File: src/rtl/module_display_mux.sv
`timescale 1ns/1ps
`default_nettype none
// ============================================================================
//  Module   : module_display_mux
//  Purpose  : Time-multiplexed 7-segment display driver. Each scan tick steps
//             to the next digit; every digit is preceded by an all-anodes-off
//             blank interval to stop ghosting. Display data is copied into
//             shadow registers once per frame, so a frame never tears.
//  Ports    : clk_10Mhz_i   system clock
//             reset_i       synchronous, active-high reset
//             scan_tick_i   one-cycle advance pulse from the scan divider
//             enable_i      1 = display active, 0 = all digits off
//             data_i        hex value, nibble k shown on digit k
//             dp_i          decimal point per digit, 1 = lit
//             lz_blank_i    1 = suppress leading zeros
//             anodo_o       digit enables, active-low, one-hot-low
//             catodo_o      segments {g,f,e,d,c,b,a}, active-low
//             dp_o          decimal-point segment, active-low
//             frame_done_o  one-cycle pulse when a frame's data is latched
//  Revision : 1.0 - initial release
// ============================================================================
module module_display_mux #(
    parameter int N_DIGITS     = 4,
    parameter int BLANK_CYCLES = 16
) (
    input  logic                  clk_10Mhz_i,
    input  logic                  reset_i,
    input  logic                  scan_tick_i,
    input  logic                  enable_i,
    input  logic [4*N_DIGITS-1:0] data_i,
    input  logic [N_DIGITS-1:0]   dp_i,
    input  logic                  lz_blank_i,
    output logic [N_DIGITS-1:0]   anodo_o,
    output logic [6:0]            catodo_o,
    output logic                  dp_o,
    output logic                  frame_done_o
);

    localparam int c_IDX_W        = $clog2(N_DIGITS);
    localparam int c_CNT_W        = (BLANK_CYCLES > 1) ? $clog2(BLANK_CYCLES) : 1;
    // With BLANK_CYCLES = 0 the terminal count is 0, giving a one-cycle blank.
    localparam int c_BLANK_LAST_I = (BLANK_CYCLES > 0) ? BLANK_CYCLES - 1 : 0;
    localparam logic [c_CNT_W-1:0]  c_BLANK_LAST = c_BLANK_LAST_I[c_CNT_W-1:0];
    localparam logic [c_IDX_W-1:0]  c_IDX_LAST   = c_IDX_W'(N_DIGITS - 1);
    localparam logic [N_DIGITS-1:0] c_ONE        = N_DIGITS'(1);
    localparam logic [N_DIGITS-1:0] c_ANODES_OFF = '1;
    localparam logic [6:0]          c_SEGS_OFF   = 7'h7F;

    typedef enum logic [1:0] {
        S_IDLE  = 2'd0,
        S_BLANK = 2'd1,
        S_SHOW  = 2'd2
    } state_t;

    state_t                r_state;
    logic [c_IDX_W-1:0]    r_idx;
    logic [c_CNT_W-1:0]    r_cnt;
    logic [4*N_DIGITS-1:0] r_shadow_data;
    logic [N_DIGITS-1:0]   r_shadow_dp;
    logic [N_DIGITS-1:0]   r_anodo;
    logic [6:0]            r_catodo;
    logic                  r_dp;
    logic                  r_frame_done;

    logic [3:0]            w_nibble;
    logic [N_DIGITS-1:0]   w_digit_blank;
    logic [6:0]            w_seg_show;
    logic [N_DIGITS-1:0]   w_anode_show;
    logic                  w_last_digit;
    logic [c_IDX_W-1:0]    w_idx_next;

    // Active-low hex decode, bit order {g,f,e,d,c,b,a}.
    function automatic logic [6:0] f_hex7(input logic [3:0] v);
        logic [6:0] seg;
        case (v)
            4'h0:    seg = 7'b1000000;
            4'h1:    seg = 7'b1111001;
            4'h2:    seg = 7'b0100100;
            4'h3:    seg = 7'b0110000;
            4'h4:    seg = 7'b0011001;
            4'h5:    seg = 7'b0010010;
            4'h6:    seg = 7'b0000010;
            4'h7:    seg = 7'b1111000;
            4'h8:    seg = 7'b0000000;
            4'h9:    seg = 7'b0010000;
            4'hA:    seg = 7'b0001000;
            4'hB:    seg = 7'b0000011;
            4'hC:    seg = 7'b1000110;
            4'hD:    seg = 7'b0100001;
            4'hE:    seg = 7'b0000110;
            default: seg = 7'b0001110;
        endcase
        return seg;
    endfunction

    // Leading-zero mask: walk from the most significant digit down while the
    // nibbles stay zero. Digit 0 is never masked so a zero value reads "0".
    always_comb begin
        logic w_zero_run;
        w_zero_run    = 1'b1;
        w_digit_blank = '0;
        for (int k = N_DIGITS - 1; k >= 0; k--) begin
            w_zero_run       = w_zero_run && (r_shadow_data[4*k +: 4] == 4'h0);
            w_digit_blank[k] = w_zero_run && lz_blank_i && (k != 0);
        end
    end

    assign w_nibble     = r_shadow_data[{r_idx, 2'b00} +: 4];
    assign w_seg_show   = w_digit_blank[r_idx] ? c_SEGS_OFF : f_hex7(w_nibble);
    assign w_anode_show = ~(c_ONE << r_idx);
    assign w_last_digit = (r_idx == c_IDX_LAST);
    assign w_idx_next   = w_last_digit ? '0 : r_idx + 1'b1;

    // Outputs are loaded on the same edge that moves the state, so they always
    // describe the state the machine has just entered.
    always_ff @(posedge clk_10Mhz_i) begin
        if (reset_i) begin
            r_state       <= S_IDLE;
            r_idx         <= '0;
            r_cnt         <= '0;
            r_shadow_data <= '0;
            r_shadow_dp   <= '0;
            r_anodo       <= c_ANODES_OFF;
            r_catodo      <= c_SEGS_OFF;
            r_dp          <= 1'b1;
            r_frame_done  <= 1'b0;
        end else begin
            r_frame_done <= 1'b0;
            if (!enable_i) begin
                // Shadow registers intentionally keep their contents.
                r_state  <= S_IDLE;
                r_idx    <= '0;
                r_cnt    <= '0;
                r_anodo  <= c_ANODES_OFF;
                r_catodo <= c_SEGS_OFF;
                r_dp     <= 1'b1;
            end else begin
                case (r_state)
                    S_IDLE: begin
                        r_state       <= S_BLANK;
                        r_idx         <= '0;
                        r_cnt         <= '0;
                        r_shadow_data <= data_i;
                        r_shadow_dp   <= dp_i;
                        r_frame_done  <= 1'b1;
                        r_anodo       <= c_ANODES_OFF;
                        r_catodo      <= c_SEGS_OFF;
                        r_dp          <= 1'b1;
                    end
                    S_BLANK: begin
                        // Ticks arriving here are dropped, not queued.
                        if (r_cnt == c_BLANK_LAST) begin
                            r_state  <= S_SHOW;
                            r_cnt    <= '0;
                            r_anodo  <= w_anode_show;
                            r_catodo <= w_seg_show;
                            r_dp     <= ~r_shadow_dp[r_idx];
                        end else begin
                            r_cnt <= r_cnt + 1'b1;
                        end
                    end
                    S_SHOW: begin
                        // Leaving SHOW on the tick means a held tick can only
                        // advance once; BLANK ignores the remainder.
                        if (scan_tick_i) begin
                            r_state  <= S_BLANK;
                            r_cnt    <= '0;
                            r_idx    <= w_idx_next;
                            r_anodo  <= c_ANODES_OFF;
                            r_catodo <= c_SEGS_OFF;
                            r_dp     <= 1'b1;
                            if (w_last_digit) begin
                                r_shadow_data <= data_i;
                                r_shadow_dp   <= dp_i;
                                r_frame_done  <= 1'b1;
                            end
                        end
                    end
                    default: begin
                        r_state  <= S_IDLE;
                        r_idx    <= '0;
                        r_cnt    <= '0;
                        r_anodo  <= c_ANODES_OFF;
                        r_catodo <= c_SEGS_OFF;
                        r_dp     <= 1'b1;
                    end
                endcase
            end
        end
    end

    assign anodo_o      = r_anodo;
    assign catodo_o     = r_catodo;
    assign dp_o         = r_dp;
    assign frame_done_o = r_frame_done;

endmodule
`default_nettype wire

File: config.mk
export PLATFORM = sky130hd
export DESIGN_NAME = module_display_mux
export DESIGN_NICKNAME = d
export VERILOG_FILES = /design/src/rtl/module_display_mux.sv
export SDC_FILE = /design/constraint.sdc
export NUM_CORES = 1
export LEC_CHECK = 0
export ABC_AREA = 1
export ABC_CLOCK_PERIOD_IN_PS = 2200
export BUFFER_PORTS_ARGS = -buffer_cell sky130_fd_sc_hd__buf_2
export CAP_MARGIN = 20
export CELL_PAD_IN_SITES_DETAIL_PLACEMENT = 1
export CELL_PAD_IN_SITES_GLOBAL_PLACEMENT = 1
export CORE_UTILIZATION = 30
export DETAILED_ROUTE_END_ITERATION = 6
export PLACE_DENSITY_LB_ADDON = 0.3
export RECOVER_POWER = 25
export SLEW_MARGIN = 15
export SYNTH_ARGS = -nofsm -noshare
export SYNTH_HDL_FRONTEND = slang
export SYNTH_SLANG_ARGS = --single-unit
File: constraint.sdc
create_clock -name clk_10Mhz_i -period 2.2 [get_ports clk_10Mhz_i]
set_input_delay 0.44 -clock clk_10Mhz_i [delete_from_list [all_inputs] [get_ports clk_10Mhz_i]]
set_output_delay 0.44 -clock clk_10Mhz_i [all_outputs]
set_load 0.01 [all_outputs]
Word level (Yosys, flattened, before mapping)
Memory sizes are Yosys's and may differ from the RTL's.
Index checks and enable logic that the tools add are counted.
{"block": "classes", "addsub": 2, "n_lt_le_gt_ge": 1, "eq_ne": 7, "shifts": 2, "muxes": 32, "bitwise": 4, "n_reduce_logical": 14}
{"op": "16-bit two-way mux", "n": 2}
{"op": "16-bit one-hot mux with 2 select lines", "n": 1}
{"op": "4-bit two-way mux", "n": 6}
{"op": "4-bit one-hot mux with 2 select lines", "n": 3}
{"op": "7-bit two-way mux", "n": 3}
{"op": "16-bit by 5-bit variable part select with 4-bit output", "n": 1}
{"op": "7-bit one-hot mux with 2 select lines", "n": 1}
{"op": "4-bit logical NOT", "n": 3}
{"op": "2-bit two-way mux", "n": 4}
{"op": "1-bit two-way mux", "n": 6}
{"op": "2-bit inequality test, second input constant", "n": 3}
{"op": "2-bit one-hot mux with 3 select lines", "n": 1}
{"op": "1-bit logical AND", "n": 5}
{"op": "4-bit by 1-bit adder with 4-bit output, second input constant", "n": 1}
{"op": "1-bit binary-select mux with 2-bit select", "n": 2}
{"op": "2-bit equality test, second input constant", "n": 2}
{"op": "4-bit equality test, second input constant", "n": 1}
{"op": "4-bit inverter", "n": 1}
{"op": "1-bit one-hot mux with 2 select lines", "n": 2}
{"op": "2-bit one-hot mux with 2 select lines", "n": 1}
{"op": "2-bit AND reduction", "n": 2}
{"op": "4-bit AND reduction", "n": 1}
{"op": "1-bit by 2-bit << shifter with 4-bit output, first input constant", "n": 1}
{"op": "2-bit by 3-bit < comparator with 1-bit output, second input constant", "n": 1}
{"op": "other kinds (6)", "n": 8}
{"block": "word_totals", "ff_bits": 41, "romBits": 112, "inputBits": 25, "out_inout_bits": 13, "wordCells": 72, "n_memories": 1}
{"memory": "(no name shown)", "depth": 16, "word_bits": 7, "read_ports": 1, "rd_clocked_by_memory_dff": 0, "wr": 0, "line_no": "75", "rtl": "case (v)"}

Depth between registers and ports, before layout
{"block": "logic_depth", "ltp_word": 9, "ltp_mapped": 13, "ltp_nobuf": 12}

Worst setup path after synthesis
No wires, ideal clock.
{"block": "synth_timing", "path_kind": "flip-flop to flip-flop", "from": "register r_idx[0]", "to": "register r_catodo[0] (netlist: catodo_o[0])", "setup_ns": 0.115, "t_arrival_ns": 1.521, "required_ns": 2.085, "path_slack_ns": 0.564, "path_stages_with_launch": 14, "n_path_buf": 1, "period_less_slack_ns": 1.636, "cell_sequence": "dfxtp_1 > inv_2 > buf_4 > nand2_1 > nand3_1 > nand2_1 > inv_1 > ha_1 > inv_1 > nand2_1 > nand3_1 > nand3_1 > nand2_1 > nand2_1"}
{"block": "synth_via", "elab_chain_cells": 5, "word_cells_on_any_way": 7, "classes_between": "1 x shift; 5 x mux; 1 x memory"}
{"element": "start, declared", "line_no": "56", "rtl": "logic [c_IDX_W-1:0] r_idx;"}
{"element": "start signal, assigned", "line_no": "168", "rtl": "r_idx <= w_idx_next;"}
{"element": "16-bit by 5-bit variable part select with 4-bit output or 1-bit binary-select mux with 2-bit select (tied branches)", "line_no": "108, 109"}
{"element": "memory 16 x 7 bit or 1-bit two-way mux (tied branches)"}
{"element": "7-bit two-way mux (*)", "line_no": "109", "rtl": "assign w_seg_show = w_digit_blank[r_idx] ? c_SEGS_OFF : f_hex7(w_nibble);"}
{"element": "7-bit two-way mux (*)", "line_no": "152", "rtl": "if (r_cnt == c_BLANK_LAST) begin"}
{"element": "7-bit one-hot mux with 2 select lines (*)", "line_no": "138", "rtl": "case (r_state)"}
{"element": "end signal, assigned", "line_no": "135", "rtl": "r_catodo <= c_SEGS_OFF;"}
{"element": "end signal, assigned", "line_no": "147", "rtl": "r_catodo <= c_SEGS_OFF;"}
{"element": "end signal, assigned", "line_no": "156", "rtl": "r_catodo <= w_seg_show;"}
{"element": "end, declared", "line_no": "61", "rtl": "logic [6:0] r_catodo;"}
Every way passes the cells marked *; elsewhere a longest branch is shown, timed or not. The select of a mux whose other input is x is not followed.
A chain may end at the register's enable or synchronous reset.

Final worst setup path
{"block": "layout_timing", "from": "register r_idx[1]", "to": "register r_catodo[6] (netlist: catodo_o[6])"}
Same word-level chain as after synthesis.

==> results.cfg <==
[flow_run]
maxCapViolCount = 0

[cells_and_area]
seqCellArea_sq_um = 821
num_antenna_cells = 0
drive_above_1_share = 0.216
syn_to_final_growth_pct = 14.4
stdcell_count = 430
multiInputGateArea_sq_um = 1170
fin_area_sq_um = 2510
final_util = 0.362
fin_nets = 369
nFillCells = 904

[clock_tree]
post_cts_buffers = 0
clockBufferDepth = 2
htree_levels = 2
postCtsHoldBufs = 0
cts-root-buf = clkbuf_8
post_cts_resized = 0
clock-sinks = 41
clkTransAtPathRegs_ns = 0.09
cts_tree = yes
cts_inserted_buffers = 5
insertion_delay_ns = 0.30

[critical_path]
r2r-start = r_idx[1]$_SDFFE_PP0P_
worstPathArrival_ns = 2.19
r2r_setup_slack_ns = 0.25
start_kind = flip-flop
worst-path-max-fanout = 11
critical_path_class = reg2reg
end_kind = flip-flop
r2r_end = catodo_o[6]$_SDFFE_PP1P_
required_ns = 2.44
r2r_cells = 9

[synthesis]
netlist_area_sq_um = 2190
syn_nets = 331
synth_edf_count = 0
netlist_top_cells_count = nand2_1 (60), dfxtp_1 (41), nand3_1 (35), nor2_1 (30), a21oi_1 (29)
ys_seq_area_frac = 0.374
yosysUniqueCellTypes = 30
ys.flop_type = dfxtp_1
synthMostInstantiatedCell = nand2_1
synth_area_leader_cell = dfxtp_1
ys_warn_count = 0
syn_inst = 295
yosys-top-cells-area = dfxtp_1 (37%), nand2_1 (10%), nand3_1 (8.0%), a21oi_1 (6.6%), ha_1 (6.3%)
yosysTopAreaCellShare = 0.374
synthArstFlopShare = 0
syn_avg_cell_area_sq_um = 7.44
ys_seq_elements = 41

[power]
irDropWorstVdd_uv = 228
internal-power_uw = 1130
clock_power_share = 0.334
p_leak_uw = 0.00104
p_sw_uw = 465
comb_power_share = 0.160
seq_power_share = 0.506
switching_share = 0.292
power.density_nw_per_um2 = 633

[floorplan]
die-area_sq_um = 7660
initial_core_util = 0.316
fp.dieH_um = 87.5
rows = 30
io_pins = 38
core-area_sq_um = 6940
die_w_um = 87.5

[drt]
ant_nets = 0
num_vias = 1991
viasPerCell = 4.63
drc_errors = 0
drt_iter0_markers = 32
drt-pass1-iter-count = 4
postRouteWirelength_um = 5220
routedWlPerCell_um = 12.1

[timing]
whs_ns = 0.394
timing.setup.tns_ns = 0
rsz0062_at_grt = no
fmax_mhz = 513
timing.final.crit_share = 0.886
setup_viol = 0
tightest_slew_ns = 0.367
timing.final.max_slew_violations = 0
relSlewSlack = 0.754
hold_viol_final = 0
final.min_clock_period_ns = 1.95
finalClockSkew_ns = 0.00772

[placement]
postPlaceCellArea_sq_um = 2440
gp_congestion = 0.792
dp_hpwl_um = 4030
io_buffers = 37
dp_cells = 422

[global_routing]
grt_pass1_vias = 1947
grt_max_degree = 27
grt_pass1_wl_um = 9000
grt_usage = 0.151
grt_overflow = 0
antenna_found_initial = 0

[status]
status = complete, no violations

[hold_path]
min_to = catodo_o[0]$_SDFFE_PP1P_
hp-start = reset_i
hold_path.class = in2reg
hold-path-cell-count = 3
## cell families (layout without fill, tap and decap cells)
group	Yosys count	after routing	share of synthesized area
AOI/OAI and AO/OA	48	48	0.119
adders and majority gates	11	11	0.0627
buffers and inverters	37	76	0.0884
and+or+nand+nor	158	158	0.356
DFF	41	41	0.374
## placed cells by master (no fill, tap or decap), types with 2 or more instances in the layout
master     n
nand2_1   62
a21oi_2    4
nand2_4    2
inv_1     24
ha_1      11
nand2_2   13
a31oi_1    2
inv_2      3
o21ai_0   11
clkbuf_1  10
nor2_1    30
nor2_4     5
dfxtp_1   41
nand3_2    2
nor3_1     2
buf_4      4
nand3_1   35
clkbuf_8   6
buf_2     27
a21oi_1   29
## metal layers
metal  wire (um)  part of all wire  up-vias  global-route usage
met4          84             0.016        0              0.0581
li1            -                 -     1034                   -
met5           0                 0        -                   0
met2        2340              0.45       35               0.241
met1        2640              0.51      914               0.204
met3         155             0.030        8              0.0254
## cell type report
class	instances	area share
multi-input cells	217	0.466
clock buffers	6	0.0329
clock inverters	2	0.00548
repair buffers	41	0.0807
well taps	96	0.0478
flip-flops and latches	41	0.327
inverters	27	0.0404
## registers in the layout (all words and copies together) (netlist names)
register       cells
anodo_o            4
catodo_o           7
dp_o               1
frame_done_o       1
r_cnt              4
r_idx              2
r_shadow_data     16
r_shadow_dp        4
r_state            2
## how the worst max path moves through the flow
stage / from / slack (ns) / end / cells after the start
after floorplan: r_idx[0]$_SDFFE_PP0P_ / 0.56 / catodo_o[0]$_SDFFE_PP1P_ / 13
after global placement: r_idx[1]$_SDFFE_PP0P_ / 0.31 / catodo_o[6]$_SDFFE_PP1P_ / 9
after detailed placement: r_idx[1]$_SDFFE_PP0P_ / 0.24 / catodo_o[6]$_SDFFE_PP1P_ / 9
after CTS: r_idx[1]$_SDFFE_PP0P_ / 0.21 / catodo_o[6]$_SDFFE_PP1P_ / 9
after global routing: r_idx[1]$_SDFFE_PP0P_ / 0.003 / catodo_o[6]$_SDFFE_PP1P_ / 9
final: r_idx[1]$_SDFFE_PP0P_ / 0.25 / catodo_o[6]$_SDFFE_PP1P_ / 9
## metrics by stage
stage / setup slack, ns / power [uW]
after floorplan: 0.564 / 1020
after global placement: 0.306 / 1080
after detailed placement: 0.242 / 1080
after CTS: 0.213 / 1620
after global routing: 0.00314 / 1680
final: 0.250 / 1590
## critical path, stage by stage (launching register included)
cell,delay [ns]
dfxtp_1,0.54
inv_1,0.22
nand3_1,0.15
nand2_1,0.15
inv_1,0.15
ha_1,0.20
nand3_1,0.14
a21oi_1,0.20
nor2_1,0.07
nor2_1,0.07
## power groups by stage
stage / logic [uW] / registers (uW) / clock network (uW)
3_5_place_dp: 260 / 822 / 0
5_1_grt: 290 / 810 / 579
3_3_place_gp: 257 / 822 / 0
4_1_cts: 262 / 806 / 551
2_1_floorplan: 198 / 818 / 0
6_report: 254 / 805 / 531
(Power assumes the default switching activity.)
